[src/rtl/ps2_host_tx.sv]
// PS/2 host-to-device command transmitter: request-to-send, 11-bit frame on device clocks, ACK check.
// Optional build macro PS2_HOST_TX_RETRY_EN: retry a failed frame up to two more times before reporting.
module ps2_host_tx #(
  parameter int INHIBIT_CYCLES = 5000,
  parameter int REQ_CYCLES     = 16,
  parameter int TIMEOUT_CYCLES = 1000000
) (
  input  logic       clk,
  input  logic       reset,
  input  logic [7:0] tx_data,
  input  logic       tx_valid,
  output logic       tx_ready,
  output logic       tx_done,
  output logic       tx_err,
  output logic [1:0] err_code,
  input  logic       ps2_clk_in,
  input  logic       ps2_dat_in,
  output logic       ps2_clk_oe,
  output logic       ps2_dat_oe
);

  localparam int MAX_A = (INHIBIT_CYCLES > REQ_CYCLES) ? INHIBIT_CYCLES : REQ_CYCLES;
  localparam int MAX_C = (MAX_A > TIMEOUT_CYCLES) ? MAX_A : TIMEOUT_CYCLES;
  localparam int CNT_W = $clog2(MAX_C + 1);
  localparam logic [CNT_W-1:0] INH_LAST = CNT_W'(INHIBIT_CYCLES - 1);
  localparam logic [CNT_W-1:0] REQ_LAST = CNT_W'(REQ_CYCLES - 1);
  localparam logic [CNT_W-1:0] TO_LAST  = CNT_W'(TIMEOUT_CYCLES - 1);

  typedef enum logic [2:0] {
    S_IDLE, S_INHIBIT, S_REQ, S_SEND, S_ACK, S_ACKED, S_FAIL
  } state_t;

  state_t           state_q, state_d;
  logic [CNT_W-1:0] cnt_q, cnt_d;
  logic [3:0]       bit_idx_q, bit_idx_d;
  logic [8:0]       frame_q, frame_d;
  logic             tx_ready_q, tx_ready_d;
  logic             tx_done_q, tx_done_d;
  logic             tx_err_q, tx_err_d;
  logic [1:0]       err_code_q, err_code_d;
  logic             clk_oe_q, clk_oe_d;
  logic             dat_oe_q, dat_oe_d;
  logic [1:0]       clk_sync_q, clk_sync_d;
  logic [1:0]       dat_sync_q, dat_sync_d;
  logic             clk_prev_q, clk_prev_d;
`ifdef PS2_HOST_TX_RETRY_EN
  logic [1:0]       retry_q, retry_d;
`endif

  logic       clk_s, dat_s, fe;
  logic       fail_now;
  logic [1:0] fail_code;

  assign clk_s = clk_sync_q[1];
  assign dat_s = dat_sync_q[1];
  assign fe    = clk_prev_q & ~clk_s;

  always_comb begin
    clk_sync_d = {clk_sync_q[0], ps2_clk_in};
    dat_sync_d = {dat_sync_q[0], ps2_dat_in};
    clk_prev_d = clk_s;
    state_d    = state_q;
    cnt_d      = cnt_q;
    bit_idx_d  = bit_idx_q;
    frame_d    = frame_q;
    tx_ready_d = tx_ready_q;
    tx_done_d  = 1'b0;
    tx_err_d   = 1'b0;
    err_code_d = err_code_q;
    clk_oe_d   = clk_oe_q;
    dat_oe_d   = dat_oe_q;
    fail_now   = 1'b0;
    fail_code  = 2'b00;
`ifdef PS2_HOST_TX_RETRY_EN
    retry_d    = retry_q;
`endif

    // One counter serves both phase timing and the inter-edge watchdog.
    if (state_q == S_SEND || state_q == S_ACK || state_q == S_ACKED) begin
      if (fe) begin
        cnt_d = '0;
      end else if (cnt_q == TO_LAST) begin
        fail_now  = 1'b1;
        fail_code = 2'b01;
      end else begin
        cnt_d = cnt_q + CNT_W'(1);
      end
    end

    case (state_q)
      S_IDLE: begin
        clk_oe_d   = 1'b0;
        dat_oe_d   = 1'b0;
        tx_ready_d = 1'b1;
        if (tx_valid && tx_ready_q) begin
          frame_d    = {~^tx_data, tx_data};
          err_code_d = 2'b00;
          cnt_d      = '0;
          clk_oe_d   = 1'b1;
          tx_ready_d = 1'b0;
          state_d    = S_INHIBIT;
`ifdef PS2_HOST_TX_RETRY_EN
          retry_d    = 2'd0;
`endif
        end
      end
      S_INHIBIT: begin
        if (cnt_q == INH_LAST) begin
          cnt_d    = '0;
          dat_oe_d = 1'b1;
          state_d  = S_REQ;
        end else begin
          cnt_d = cnt_q + CNT_W'(1);
        end
      end
      S_REQ: begin
        if (cnt_q == REQ_LAST) begin
          cnt_d     = '0;
          clk_oe_d  = 1'b0;
          bit_idx_d = 4'd0;
          state_d   = S_SEND;
        end else begin
          cnt_d = cnt_q + CNT_W'(1);
        end
      end
      S_SEND: begin
        if (fe) begin
          if (bit_idx_q == 4'd9) begin
            dat_oe_d = 1'b0;
            state_d  = S_ACK;
          end else begin
            dat_oe_d  = ~frame_q[bit_idx_q];
            bit_idx_d = bit_idx_q + 4'd1;
          end
        end
      end
      S_ACK: begin
        if (fe) begin
          if (!dat_s) begin
            state_d = S_ACKED;
          end else begin
            fail_now  = 1'b1;
            fail_code = 2'b10;
          end
        end
      end
      S_ACKED: begin
        if (clk_s && dat_s) begin
          tx_ready_d = 1'b1;
          tx_done_d  = 1'b1;
          state_d    = S_IDLE;
        end
      end
      S_FAIL: begin
        clk_oe_d   = 1'b0;
        dat_oe_d   = 1'b0;
        tx_ready_d = 1'b1;
        tx_err_d   = 1'b1;
        state_d    = S_IDLE;
      end
      default: state_d = S_IDLE;
    endcase

    if (fail_now) begin
      err_code_d = fail_code;
      clk_oe_d   = 1'b0;
      dat_oe_d   = 1'b0;
      tx_done_d  = 1'b0;
      tx_ready_d = 1'b0;
      state_d    = S_FAIL;
`ifdef PS2_HOST_TX_RETRY_EN
      if (retry_q != 2'd2) begin
        retry_d  = retry_q + 2'd1;
        cnt_d    = '0;
        clk_oe_d = 1'b1;
        state_d  = S_INHIBIT;
      end
`endif
    end
  end

  always_ff @(posedge clk) begin
    if (reset) begin
      state_q    <= S_IDLE;
      cnt_q      <= '0;
      bit_idx_q  <= 4'd0;
      frame_q    <= 9'd0;
      tx_ready_q <= 1'b1;
      tx_done_q  <= 1'b0;
      tx_err_q   <= 1'b0;
      err_code_q <= 2'b00;
      clk_oe_q   <= 1'b0;
      dat_oe_q   <= 1'b0;
      clk_sync_q <= 2'b11;
      dat_sync_q <= 2'b11;
      clk_prev_q <= 1'b1;
`ifdef PS2_HOST_TX_RETRY_EN
      retry_q    <= 2'd0;
`endif
    end else begin
      state_q    <= state_d;
      cnt_q      <= cnt_d;
      bit_idx_q  <= bit_idx_d;
      frame_q    <= frame_d;
      tx_ready_q <= tx_ready_d;
      tx_done_q  <= tx_done_d;
      tx_err_q   <= tx_err_d;
      err_code_q <= err_code_d;
      clk_oe_q   <= clk_oe_d;
      dat_oe_q   <= dat_oe_d;
      clk_sync_q <= clk_sync_d;
      dat_sync_q <= dat_sync_d;
      clk_prev_q <= clk_prev_d;
`ifdef PS2_HOST_TX_RETRY_EN
      retry_q    <= retry_d;
`endif
    end
  end

  assign tx_ready   = tx_ready_q;
  assign tx_done    = tx_done_q;
  assign tx_err     = tx_err_q;
  assign err_code   = err_code_q;
  assign ps2_clk_oe = clk_oe_q;
  assign ps2_dat_oe = dat_oe_q;

endmodule

[config.mk]
export PLATFORM = sky130hd
export DESIGN_NAME = ps2_host_tx
export DESIGN_NICKNAME = d
export VERILOG_FILES = /design/src/rtl/ps2_host_tx.sv
export SDC_FILE = /design/constraint.sdc
export NUM_CORES = 1
export LEC_CHECK = 0
export CAP_MARGIN = 40
export CORE_ASPECT_RATIO = 1.5
export CORE_MARGIN = 5
export CORE_UTILIZATION = 57
export DETAILED_ROUTE_END_ITERATION = 10
export DONT_BUFFER_PORTS = 1
export PLACE_DENSITY_LB_ADDON = 0.25
export SYNTH_ARGS = -nofsm -noshare
export SYNTH_HDL_FRONTEND = slang
export SYNTH_SLANG_ARGS = --single-unit
[constraint.sdc]
create_clock -name clk -period 2.35 [get_ports clk]
set_input_delay 0.47 -clock clk [delete_from_list [all_inputs] [get_ports clk]]
set_output_delay 0.47 -clock clk [all_outputs]
set_load 0.1 [all_outputs]
**Yosys cells after proc, flatten, opt, wreduce, memory -nomap -nowiden**

Cells that the tools add are included.

- Add/subtract/negate cells: 2
- Magnitude comparators: 1
- Equality and inequality tests: 27
- Multiplexer cells: 51
- Bitwise logic cells: 4
- Reduce and logical (&&, ||, !) cells: 23

Operators with widths:

| cell | number |
|---|---|
| $mux 20 | 6 |
| $pmux 20 s3 | 1 |
| $mux 3 | 9 |
| $add 20x1->20 const B | 1 |
| $eq 20x13->1 const B | 1 |
| $eq 20x20->1 const B | 1 |
| $eq 20x4->1 const B | 1 |
| $mux 1 | 20 |
| $ne 3x3->1 const B | 6 |
| $pmux 3 s6 | 1 |
| $reduce_and 8->1 | 2 |
| $ne 2x2->1 const B | 7 |
| $mux 2 | 6 |
| $mux 4 | 3 |
| $eq 3x3->1 const B | 3 |
| $pmux 1 s3 | 3 |
| $pmux 4 s2 | 1 |
| $reduce_and 2->1 | 4 |
| $reduce_xnor 8->1 | 1 |
| $eq 3x2->1 const B | 2 |
| $ne 3x2->1 const B | 2 |
| $reduce_bool 2->1 | 3 |
| $reduce_bool 3->1 | 2 |
| $lt 4x5->1 const B | 1 |
| other kinds (15) | 21 |

- Bits in registers: 48
- Input bits: 13
- Output and inout bits: 7
- Word-level logic and storage cells: 122

**Longest topological paths before layout**

- Depth after elaboration: 9
- Mapped depth: 8
- Depth with buffers taken out: 8

**Worst setup path before layout**

No wires, ideal clock.

- Kind: reg2reg
- From: reg cnt_q[10]
- To: reg cnt_q[7]
- Library setup time: 0.151 ns
- Arrival time: 2.142 ns
- Required time: 2.199 ns
- Path slack: 0.057 ns
- Cell stages (with the launch flop): 8
- Path buffers: 1
- Clock period less this slack: 2.293 ns
- Cells stage by stage: dfxtp_1 > or3_1 > or4_4 > o41ai_4 > and2_2 > a21o_2 > buf_6 > a311oi_1

- Cells in the longest elaborated chain, start to end: 6
- Elaborated cells between the ends (all ways): 10
- Classes of those cells: eq/ne: 3; mux: 7

RTL lines:

| element | line | RTL |
|---|---|---|
| from (decl) | 34 | `logic [CNT_W-1:0] cnt_q, cnt_d;` |
| from (signal assigned) | 202 | `cnt_q <= cnt_d;` |
| $eq 20x20->1 | 82 | `end else if (cnt_q == TO_LAST) begin` |
| $mux 20 | 82 |  |
| $mux 20 | 80 | `if (fe) begin` |
| $mux 20 | 79 | `if (state_q == S_SEND \|\| state_q == S_ACK \|\| state_q == S_ACKED) begin` |
| $mux 20 | 95 | `if (tx_valid && tx_ready_q) begin` |
| $pmux 20 s3 (*) | 90 | `case (state_q)` |

Every way passes the cells marked *; elsewhere a longest branch is shown, timed or not.
A chain may end at the register's enable or synchronous reset.

**Final worst setup path**

- From: reg cnt_q[10]
- To: reg bit_idx_q[1]

- Cells in the longest elaborated chain, start to end: 3

RTL lines:

| element | line | RTL |
|---|---|---|
| $eq 20x4->1 | 117 | `if (cnt_q == REQ_LAST) begin` |
| $ne 2x2->1 (no line) | - |  |
| $reduce_and 4->1 (no line) | - |  |
| to (signal assigned) | 203 | `bit_idx_q <= bit_idx_d;` |
| to (decl) | 35 | `logic [3:0] bit_idx_q, bit_idx_d;` |

No other way between the ends.

==> key figures <==
Run status
  • Outcome: completed

Placed design
  • Post-DP Area: 2778 um^2
  • Number of buffers added on ports: 0
  • Half-perimeter wire length after placement: 4.666 mm
  • Routability cong.: 0.9437
  • Post-place setup slack: -0.0002292 ns
  • Post-placement cell count: 378

Synthesis
  • Post-synth top area cell: dfxtp_1
  • Ys async rst share: 0
  • Synth Warn #: 0
  • Net Count, Synth: 334
  • Number of synthesized flops with an enable pin: 0
  • Yosys reg bits: 48
  • Sequential area share after synthesis: 0.3725
  • Synth unique cells: 56
  • Top_reg_cell synth: dfxtp_1
  • Post-Syn Area: 2580 um^2
  • Area contributors post-synth: dfxtp_1, a21oi_1, nand2_1
  • Synth top area share: 0.3725
  • Post-Syn Instances: 318
  • Mean post-synth cell area: 8.113 um^2

Cells and area
  • Post-layout instance area: 2927 um^2
  • Nets: 353
  • Most common cell after layout, fill and taps aside: dfxtp_1
  • Fin util: 0.6552
  • Post-Layout Cell Count: 386
  • Fraction of layout cells with a size suffix above 1: 0.1805
  • Antenna cell count: 0
  • Syn-to-layout area delta: 13.43%
  • Commonest non-fill, non-tap cells in the layout: dfxtp_1, nand2_1, a21oi_1

Worst setup path
  • CP Capture Type: flop
  • Critical Path AT: 2.53 ns
  • Startpoint types: flop
  • Crit-path max FO: 5
  • Crit path largest cell delay: 0.47 ns
  • Crit-path cells: or3_4, or4_4, o41ai_4, buf_4, nand2_4, or3_1, a21oi_1
  • Worst EP required: 2.58 ns
  • Crit Path Class: reg -> reg
  • Slowest-stage cell, CP: or4_4

GRT
  • Vias in the first global route: 2344
  • Total grt overflow: 0
  • GRT Total Usage: 0.2210
  • First-pass GRT wire length: 10.52 mm
  • Largest net degree at the start of global routing: 33
  • Initial antenna violation count: 0

Drt
  • Vias per cell: 6.352
  • Initial drt markers: 219
  • Vias after detailed routing: 2452
  • ANT nets after route: 0
  • Pre-Repair DR Iteration Count: 4
  • Final wirelength: 6.480 mm
  • DR DRC count: 0
  • WL/cell: 16.79 um

Power
  • Power per cell area: 1022 nW/um^2
  • Leakage: 1.008 nW
  • Peak VDD IR: 0.6557 mV
  • Pwr Total: 2.991 mW

Floorplan
  • Core Rows: 30
  • Die width: 64.93 um
  • Initial Util: 0.5776
  • Core Footprint: 4467 um^2
  • DIE HEIGHT: 92.40 um
  • I/O pin cnt: 20
  • Overall die area: 5999 um^2

STA
  • Slew @ Worst Pin: 0.6048 ns
  • Fin. max-slew vios: 0
  • Final min period: 2.300 ns
  • Maximum clock rate: 434.8 MHz
  • Hold Fails Final Rpt: 0
  • # setup viols final: 0
  • RSZ-0062 raised after global routing: true
  • Crit share post-route: 0.9786
  • Final WS setup: 0.05029 ns
  • Clock Skews: 0.006363 ns
  • Setup TNS: 0 ns
  • Hold_ws: 0.2245 ns
  • Slew headroom: 0.5960

Clock network
  • CTS Buffer Depth: 2
  • TritonCTS clock tree: done
  • Total CTS buffers: 5
  • Clock-pin slew on the worst setup and hold paths: 0.09 ns
  • Clock latency on the worst-skew pair: 0.30 ns
  • H-tree depth: 2
  • Clock Sinks: 48
  • Clk root buf: clkbuf_8

Min path
  • Hold Path Class: in -> reg

Run
  • Max Cap Viol: 0
## Yosys cell counts, drive strengths merged, types with 2 or more instances
cell type,count
a2111oi,2
a211o,2
a211oi,9
a21o,2
a21oi,33
a311oi,6
a31oi,7
and2,5
and3,6
and4,3
buf,2
clkbuf,13
dfxtp,48
ha,3
inv,7
mux4,2
nand2,44
nand2b,6
nand3,16
nand4,7
nor2,20
nor2b,4
nor3,5
nor3b,3
nor4,3
nor4b,3
o21a,3
o21ai,15
o31ai,3
or2,5
or3,4
or3b,2
xnor2,8
xor2,2
## registers in the layout, summed over array words and instances, names as in the netlist
| register | count |
|---|---|
| dat_sync_q | 2 |
| clk_sync_q | 2 |
| ps2_dat_oe | 1 |
| tx_err | 1 |
| err_code | 2 |
| state_q | 3 |
| ps2_clk_oe | 1 |
| frame_q | 9 |
| cnt_q | 20 |
| clk_prev_q | 1 |
| bit_idx_q | 4 |
| tx_done | 1 |
| tx_ready | 1 |
## power breakdown
part	total (mW)	internal, mW	switching [mW]
sequential	0.989	0.902	0.0871
clock	0.600	0.315	0.285
combinational	1.40	0.518	0.884
total	2.99	1.73	1.26
## layout make-up
| type | count | area, um^2 |
|---|---|---|
| inverter | 7 | 26.28 |
| sequential | 48 | 962.2 |
| clock buffer | 5 | 68.82 |
| fill | 373 | 1540 |
| clock inverter | 3 | 42.54 |
| timing repair buffer | 27 | 202.7 |
| tap | 48 | 60.06 |
| multi-input combinational | 248 | 1564 |
## final timing paths
| path | startpoint | endpoint | slack [ns] | cells after the start |
|---|---|---|---|---|
| max | cnt_q[10]$_SDFF_PP0_ | bit_idx_q[1]$_SDFFE_PP0P_ | 0.05 | 7 |
| min | reset | cnt_q[0]$_SDFF_PP0_ | 0.22 | 1 |
| max reg2reg | cnt_q[10]$_SDFF_PP0_ | bit_idx_q[1]$_SDFFE_PP0P_ | 0.05 | 7 |
| min reg2reg | clk_sync_q[0]$_SDFF_PP1_ | clk_sync_q[1]$_SDFF_PP1_ | 0.42 | 1 |
## routing by layer
metal	track usage	vias to the layer above	part of all wire
met5	0	-	0
met4	0.1481	0	0.051
met3	0.03398	27	0.038
met2	0.4091	60	0.54
met1	0.2196	1163	0.38
li1	-	1202	-
## cells by family after synthesis
kind of cell	share of synthesized area
compound gates	0.2309
xor+xnor	0.03395
fa+ha+maj	0.01455
buf+inv	0.03540
flops	0.3725
mux	0.02134
simple gates	0.2915
## critical path, delay by kind of cell, from the launching register on
kind | cells | cell delay (ns)
compound gates | 2 | 0.45
flops | 1 | 0.36
simple gates | 4 | 1.22
buf+inv | 1 | 0.21
## repair_timing
| action | 4_1_cts | 5_1_grt |
|---|---|---|
| setup endpoints to repair | 3 | 18 |
| setup buffers | 0 | 0 |
| gates cloned | 0 | 0 |
| pin swaps | 1 | 1 |
| hold buffers | 0 | 0 |
| gates resized for setup | 0 | 9 |
Power figures use the tool's default switching activity.
